`src/rtl/shift_pipe.sv`:
```
// Pipelined barrel shifter/rotator: one log-shifter level per stage, SAW stages.
// Latency SAW cycles; the whole pipe holds while a result waits on out_ready.
module shift_pipe #(
  parameter int WIDTH = 32,
  parameter int SAW   = 5
) (
  input  logic             clk,
  input  logic             rst,
  input  logic             in_valid,
  output logic             in_ready,
  input  logic [WIDTH-1:0] d,
  input  logic [SAW-1:0]   sa,
  input  logic [2:0]       op,
  output logic             out_valid,
  input  logic             out_ready,
  output logic [WIDTH-1:0] sh,
  output logic             zero,
  output logic             bad_op
);

  localparam logic [2:0] OP_SLL = 3'd0;
  localparam logic [2:0] OP_SRL = 3'd1;
  localparam logic [2:0] OP_SRA = 3'd2;
  localparam logic [2:0] OP_ROL = 3'd3;
  localparam logic [2:0] OP_ROR = 3'd4;

  if (WIDTH < 8 || SAW != $clog2(WIDTH) || (1 << SAW) != WIDTH) begin : g_param_check
    $error("shift_pipe: WIDTH must be a power of 2 >= 8 and SAW must equal log2(WIDTH)");
  end

  typedef struct packed {
    logic             vld;
    logic [2:0]       op;
    logic [SAW-1:0]   sa;
    logic [WIDTH-1:0] dat;
  } stage_t;

  // Fixed-distance shift for one level; reserved ops pass data through untouched.
  function automatic logic [WIDTH-1:0] shift_by(input logic [WIDTH-1:0] x,
                                                input logic [2:0]       o,
                                                input int               amt);
    logic [WIDTH-1:0] r;
    r = x;
    case (o)
      OP_SLL:  r = x << amt;
      OP_SRL:  r = x >> amt;
      OP_SRA:  r = WIDTH'($signed(x) >>> amt);
      OP_ROL:  r = (x << amt) | (x >> (WIDTH - amt));
      OP_ROR:  r = (x >> amt) | (x << (WIDTH - amt));
      default: r = x;
    endcase
    return r;
  endfunction

  function automatic stage_t apply_level(input stage_t s, input int k);
    stage_t r;
    r = s;
    if (s.sa[k]) r.dat = shift_by(s.dat, s.op, 1 << k);
    return r;
  endfunction

  logic   en;
  stage_t in_stg;
  stage_t lvl_src [SAW];
  stage_t stg_d   [SAW];
  stage_t stg_q   [SAW];
  logic   zero_d;
  logic   zero_q;

  assign en       = ~stg_q[SAW-1].vld | out_ready;
  assign in_ready = en & ~rst;

  always_comb begin
    in_stg     = '0;
    in_stg.vld = in_valid & ~rst;
    in_stg.op  = op;
    in_stg.sa  = sa;
    in_stg.dat = d;
  end

  // Stage i applies level SAW-1-i, so the widest shift happens first.
  always_comb begin
    lvl_src[0] = in_stg;
    for (int i = 1; i < SAW; i++) lvl_src[i] = stg_q[i-1];
  end

  always_comb begin
    for (int i = 0; i < SAW; i++) stg_d[i] = stg_q[i];
    zero_d = zero_q;
    if (en) begin
      for (int i = 0; i < SAW; i++) stg_d[i] = apply_level(lvl_src[i], SAW - 1 - i);
      zero_d = (stg_d[SAW-1].dat == '0);
    end
  end

  always_ff @(posedge clk) begin
    if (rst) begin
      for (int i = 0; i < SAW; i++) stg_q[i] <= '0;
      zero_q <= 1'b0;
    end else begin
      stg_q  <= stg_d;
      zero_q <= zero_d;
    end
  end

  assign out_valid = stg_q[SAW-1].vld;
  assign sh        = stg_q[SAW-1].dat;
  assign zero      = zero_q;
  assign bad_op    = stg_q[SAW-1].op > OP_ROR;

endmodule

```
`config.mk`:
```
export PLATFORM = sky130hd
export DESIGN_NAME = shift_pipe
export DESIGN_NICKNAME = d
export VERILOG_FILES = /design/src/rtl/shift_pipe.sv
export SDC_FILE = /design/constraint.sdc
export NUM_CORES = 1
export LEC_CHECK = 0
export BUFFER_PORTS_ARGS = -buffer_cell sky130_fd_sc_hd__clkbuf_2
export CAP_MARGIN = 20
export CORE_MARGIN = 2
export CORE_UTILIZATION = 45
export CTS_CLUSTER_SIZE = 16
export DETAILED_ROUTE_END_ITERATION = 8
export PLACE_DENSITY = 0.68
export REMOVE_ABC_BUFFERS = 1
export SLEW_MARGIN = 20
export SYNTH_ARGS = -nofsm -noshare
export SYNTH_HDL_FRONTEND = slang
export SYNTH_SLANG_ARGS = --single-unit
```
`constraint.sdc`:
```
create_clock -name clk -period 2.6 [get_ports clk]
set_input_delay 0.26 -clock clk [delete_from_list [all_inputs] [get_ports clk]]
set_output_delay 0.26 -clock clk [all_outputs]
set_load 0.1 [all_outputs]
```
==> out/results.ini, run 1 <==
[outcome]
status = complete, no violations

[clocking]
clkSinkCount = 191
clkTransAtPathRegs_ns = 0.07
cts_max_level = 4
cts-hold-fix-buffers = 0
clock_path_buffers = 2
root_buffer = clkbuf_16
cts_tree = yes
insertion_delay_ns = 0.44
cts_buffers = 17

[power]
p_clk_frac = 0.366
p_comb_frac = 0.164
vdd_drop_max_mv = 0.441
swShare = 0.297
p_int_mw = 4.99
power_leakage_nw = 4.09
seq_power_share = 0.469
p_switching_mw = 2.10
power.density_nw_per_um2 = 608
power_mw = 7.09

[worst_setup_path]
crit_path_cell_trace = or3b_4, buf_12, nor2_1, o31ai_1, a22oi_1, nand4_1, or4_1, o41ai_2
cpPeakStageDelay_ns = 0.55
crit_slowest_cell = or4_1
start_kind = register
crit_fanout = 23
endpoint_kind = register
path_class = reg2reg
critPathRequiredTime_ns = 2.94
worstPathArrival_ns = 2.82

[place]
dp_hpwl_mm = 18.6
gp_congestion = 0.929
port_buffers = 79
post-place-ws_ns = 0.0801
postPlaceCellArea_um2 = 11100

[detailed_routing]
dr.pass1.iters = 5
num_vias = 10100
wl_mm = 28.0
wire_per_inst_um = 16.2
drt_iter0_drc = 835
route.detailed.drc = 0
via_per_inst = 5.86
antenna_left = 0

[timing]
setup_ws_ns = 0.117
slew_headroom = 0.396
post-route-period-util = 0.955
rsz0062_at_grt = false
final-hold-violation-count = 0
slew_violations = 0
timing.fmax_ghz = 0.403
finalClockSkew_ns = 0.0105
setup_viol_count_final = 0
post-route-min-period_ns = 2.48
tightest_slew_ns = 0.906
tns_ns = 0

[grt]
grt-ovfl-total = 0
grt_pass1_wl_mm = 46.3
antenna_found_initial = 0
grt_pass1_vias = 8898
track_usage = 0.228
grt_max_degree = 192

[cells_and_area]
utilization = 0.512
stdcell_area_um2 = 11700
layout.nets = 1450
diodes = 0
drive_gt1_frac = 0.126
area_growth_pct = 10.7

[die]
dieArea_um2 = 24700
start_util = 0.463
fp.dieW_um = 157
num_io_pins = 80
fp-row-count = 55
die_h_um = 157
core_area_um2 = 22800

[worst_hold_path]
holdCritPathClass = in2reg

[job]
drv_cap = 0

[yosys]
synth_top_area_share = 0.363
synthTopCellsByCount = nor2_1 (230), a21oi_1 (203), dfxtp_1 (191)
synth.avg_cell_area_um2 = 7.34
synth_seq_cells = 191
synth.largest_area_cell = dfxtp_1
synth_most_common_cell = nor2_1
yosysWarningCount = 0
netlist_area_um2 = 10500
synth-seq-area-share = 0.363
synthTopCellsByArea = dfxtp_1 (36%), a21oi_1 (9.6%), nor2_1 (8.2%)
async_flop_share = 0
synth_edf_count = 0
syn_inst = 1435
synthDistinctLibCells = 51
ys.flop_type = dfxtp_1

[worst max-delay path: cells and delay by family, from the launching register on]
kind,cells,cell delay (ns)
and+or+nand+nor,4,1.17
AOI/OAI and AO/OA,3,0.66
DFF,1,0.38
buffers and inverters,1,0.17
[flip-flops by register name, indices dropped and copies added (netlist names)]
signal / cells
zero: 1
sh: 32
out_valid: 1
lvl_src: 154
stg_q: 3
[metrics by stage]
stage	hold slack [ns]	std cells
3_3_place_gp	0.439	1700
3_5_place_dp	0.444	1700
5_1_grt	0.0394	1731
2_1_floorplan	0.329	1263
6_report	0.0407	1731
4_1_cts	0.0290	1731
[cells in the final DEF, fill, tap and decap left out, types with 14 or more instances in the layout]
cell	synthesis	layout
a21oi_1	203	202
dfxtp_1	191	190
o221ai_1	14	14
buf_4	35	35
nor2_1	230	230
nand2_1	161	161
a22oi_1	60	60
o21ai_0	17	17
o211ai_1	51	51
clkbuf_16	0	17
nor3_1	83	83
a211oi_1	68	68
o22ai_1	29	29
mux2i_1	25	25
a221oi_1	16	16
o31ai_1	17	17
clkbuf_2	0	78
[per-layer routing]
layer	track usage	part of all wire	up-vias
met5	0	0	-
met4	0.0760	0.022	0
met3	0.0385	0.049	48
met2	0.380	0.48	302
met1	0.299	0.45	4660
li1	-	-	5130
[power by group through the flow]
| stage | sequential [mW] | combinational (mW) | clock, mW |
|---|---|---|---|
| floorplan | 3.48 | 0.699 | 0 |
| global placement | 3.38 | 1.13 | 0 |
| detailed placement | 3.39 | 1.15 | 0 |
| CTS | 3.32 | 1.16 | 2.66 |
| global route | 3.35 | 1.29 | 2.80 |
| finish | 3.33 | 1.17 | 2.60 |
[worst paths after layout]
kind	slack, ns	to	from	depth (start not counted)
setup / recovery	0.12	zero$_SDFFE_PP0N_	lvl_src[38]$_SDFFE_PP0N_	8
hold / removal	0.04	lvl_src[163]$_SDFFE_PP0N_	in_valid	3
setup reg to reg	0.12	zero$_SDFFE_PP0N_	lvl_src[38]$_SDFFE_PP0N_	8
hold reg to reg	0.45	sh[19]$_SDFFE_PP0N_	sh[19]$_SDFFE_PP0N_	2
[cell type report]
class                           instances  area, um^2
Multi-Input combinational cell       1065        5970
Inverter                                7        26.3
Fill cell                            2227       11100
Clock inverter                          9         100
Clock buffer                           22         484
Sequential cell                       191        3820
Tap cell                              313         392
Timing Repair Buffer                  124         865
[timing repair]
item	4_1_cts	5_1_grt
setup endpoints to repair	0	1
gates resized for setup	0	4
setup buffers	0	0
hold endpoints to repair	0	0
[cell families (layout without fill, tap and decap cells)]
group / Yosys count / count (layout) / share of synthesized area
AND/OR/NAND/NOR: 514 / 514 / 0.203
AO/OA/AOI/OAI: 507 / 507 / 0.313
flip-flops: 191 / 191 / 0.363
buffers and inverters: 179 / 162 / 0.0783
multiplexers: 30 / 30 / 0.0291
adder cells (fa/ha/maj): 10 / 10 / 0.00950
XOR/XNOR: 4 / 4 / 0.00333
No activity file was read; power rests on OpenSTA's default activity.
==> inputs of run 2 (changes only) <==
- clock period: 2.6 -> 2.45 ns (I/O delays scaled with it)
==> run 2 against run 1 <==
Net effect: core utilization is 0.63 points higher; critical endpoint unchanged; global-route usage is 0.22 points lower; largest power group unchanged; clock skew is 0.00083 ns lower; fmax is 3.4% higher; critical path type unchanged; flip-flop and latch count stayed put.
==> out/results.ini, run 2 (same netlist as run 1, synthesis figures left out) <==
[outcome]
status = complete, no violations

[cells_and_area]
diodes = 0  ; unchanged
fillers = 2223  ; -0.18%
final_common_cell = nor2_1
area_growth_pct = 12.0
largest_register_ffs = 154  ; unchanged
multi_input_area_um2 = 5990  ; +0.44%
seq_area_um2 = 3830  ; about the same
final_cell_mix = nor2_1 (229), a21oi_1 (202), dfxtp_1 (188)
stdcell_area_um2 = 11800  ; +1.2%
layout.nets = 1464  ; +0.97%
drive_gt1_frac = 0.138  ; +0.0127

[detailed_routing]
top_layer = met4
dr.pass1.iters = 5  ; unchanged
wl_met1_mm = 12.6  ; +0.45%
route.detailed.drc = 0  ; unchanged
wl_met3_mm = 1.27  ; -6.6%
antenna_left = 0  ; unchanged
wl_mm = 28.0  ; +0.17%
wire_per_inst_um = 16.0  ; -0.63%
drt_iter0_drc = 789  ; -5.5%
via_per_inst = 5.91  ; +0.86%
num_vias = 10300  ; +1.7%
met2_length_mm = 13.4  ; -0.53%

[timing]
slew_headroom = 0.379  ; -0.0163
post-route-period-util = 0.981  ; +0.0255
slew_violations = 0  ; unchanged
post-route-min-period_ns = 2.40  ; -0.0808 ns
timing.fmax_ghz = 0.416  ; +3.4%
tightest_slew_ns = 0.931  ; +0.0245 ns
tns_ns = 0  ; unchanged
final-hold-violation-count = 0  ; unchanged
rsz0062_at_grt = true
setup_viol_count_final = 0  ; unchanged
finalClockSkew_ns = 0.00965  ; -0.000831 ns

[power]
power_leakage_nw = 4.19  ; +2.5%
vdd_drop_max_mv = 0.407  ; -7.5%
power.density_nw_per_um2 = 637  ; +4.7%

[worst_setup_path]
crit_fanout = 8  ; -65%
crit_slowest_cell = or3b_4
start_kind = register
worstPathArrival_ns = 2.74  ; -0.08 ns
crit_path_cell_trace = or3b_4, buf_4, buf_4, nor2_1, o31ai_1, nor4_1, nand4_1, o31a_1, o41ai_2
path_class = reg2reg
cpMostUsedCell = buf_4
cpPeakStageDelay_ns = 0.41  ; -0.14 ns
endpoint_kind = register
critPathRequiredTime_ns = 2.78  ; -0.16 ns

[clocking]
insertion_delay_ns = 0.43  ; about the same
cts_max_level = 4  ; unchanged
cts_tree = yes
cts_buffers = 17  ; unchanged
clkSinkCount = 191  ; unchanged
clkTransAtPathRegs_ns = 0.07  ; about the same
root_buffer = clkbuf_16
clock_path_buffers = 2  ; unchanged
cts-hold-fix-buffers = 0  ; unchanged

[die]
fp.dieW_um = 157  ; unchanged
fp-row-count = 55  ; unchanged
dieArea_um2 = 24700  ; unchanged
num_io_pins = 80  ; unchanged
start_util = 0.463  ; unchanged
core_area_um2 = 22800  ; unchanged
die_h_um = 157  ; unchanged

[grt]
grt-ovfl-total = 0  ; unchanged
antenna_found_initial = 0  ; unchanged
grt_max_degree = 205  ; +6.8%
track_usage = 0.225  ; -0.00222
grt_pass1_vias = 9017  ; +1.3%
grt_pass1_wl_mm = 46.3  ; +0.16%

[place]
postPlaceCellArea_um2 = 11100  ; +0.84%
port_buffers = 79  ; unchanged
dp_hpwl_mm = 18.7  ; +0.37%
gp_congestion = 0.927  ; -0.24%

[worst_hold_path]
holdCritPathClass = in2reg

[job]
drv_cap = 0  ; unchanged

==> run 2: cell count changes in the layout (fill, tap and decap cells not counted), sizes merged <==
cell | before | now
clkinv | 3 | 6
clkinvlp | 2 | 0
clkbuf | 100 | 98
buf | 46 | 61
==> run 2: repair_timing <==
action	in CTS	in global routing
gates resized for setup	0	17
buffers inserted	0	1
setup endpoints to repair	0	1
==> run 2: worst max-delay path: cells and delay by family (launching register included) <==
family / cells / cell delay, ns
buf+inv: 2 / 0.35
compound gates: 3 / 0.62
flops: 1 / 0.35
simple gates: 4 / 1.00
==> run 2: power breakdown <==
group / switching (mW) / total, mW / internal, mW / leakage [nW]
clock: 1.23 / 2.72 / 1.50 / 0.286
combinational: 0.760 / 1.26 / 0.497 / 2.34
sequential: 0.245 / 3.53 / 3.29 / 1.57
total: 2.23 / 7.52 / 5.28 / 4.19
==> run 2: per-stage QoR <==
stage | setup WS, ns | util | instances | total power, mW | hold WS, ns
after global routing | -0.00769 | 0.518 | 1745 | 7.85 | 0.0306
after global placement | 0.0432 | 0.489 | 1712 | 4.80 | 0.439
after floorplan | -12.78 | - | 1263 | 4.43 | 0.314
final | 0.0476 | 0.518 | 1745 | 7.52 | 0.0362
after CTS | 0.00406 | 0.515 | 1743 | 7.54 | 0.0274
after detailed placement | 0.0179 | 0.489 | 1712 | 4.83 | 0.444
==> run 2: layout make-up <==
class,count,share of cell area
Tap cell,313,0.0332
Inverter,7,0.00223
Clock buffer,21,0.0399
Timing Repair Buffer,138,0.0838
Multi-Input combinational cell,1065,0.508
Sequential cell,191,0.324
Clock inverter,10,0.00880
==> run 2: metal layers <==
layer / up-vias / track usage
met1: 4759 / 0.303
met5: - / 0
li1: 5156 / -
met2: 337 / 0.368
met3: 58 / 0.0303
met4: 0 / 0.0869
==> run 2: final timing paths <==
| path | startpoint | to | slack, ns | cells after the start |
|---|---|---|---|---|
| max | lvl_src[37]$_SDFFE_PP0N_ | zero$_SDFFE_PP0N_ | 0.05 | 9 |
| min | sa[2] | lvl_src[157]$_SDFFE_PP0N_ | 0.04 | 3 |
| max reg2reg | lvl_src[37]$_SDFFE_PP0N_ | zero$_SDFFE_PP0N_ | 0.05 | 9 |
| min reg2reg | sh[6]$_SDFFE_PP0N_ | sh[6]$_SDFFE_PP0N_ | 0.45 | 2 |
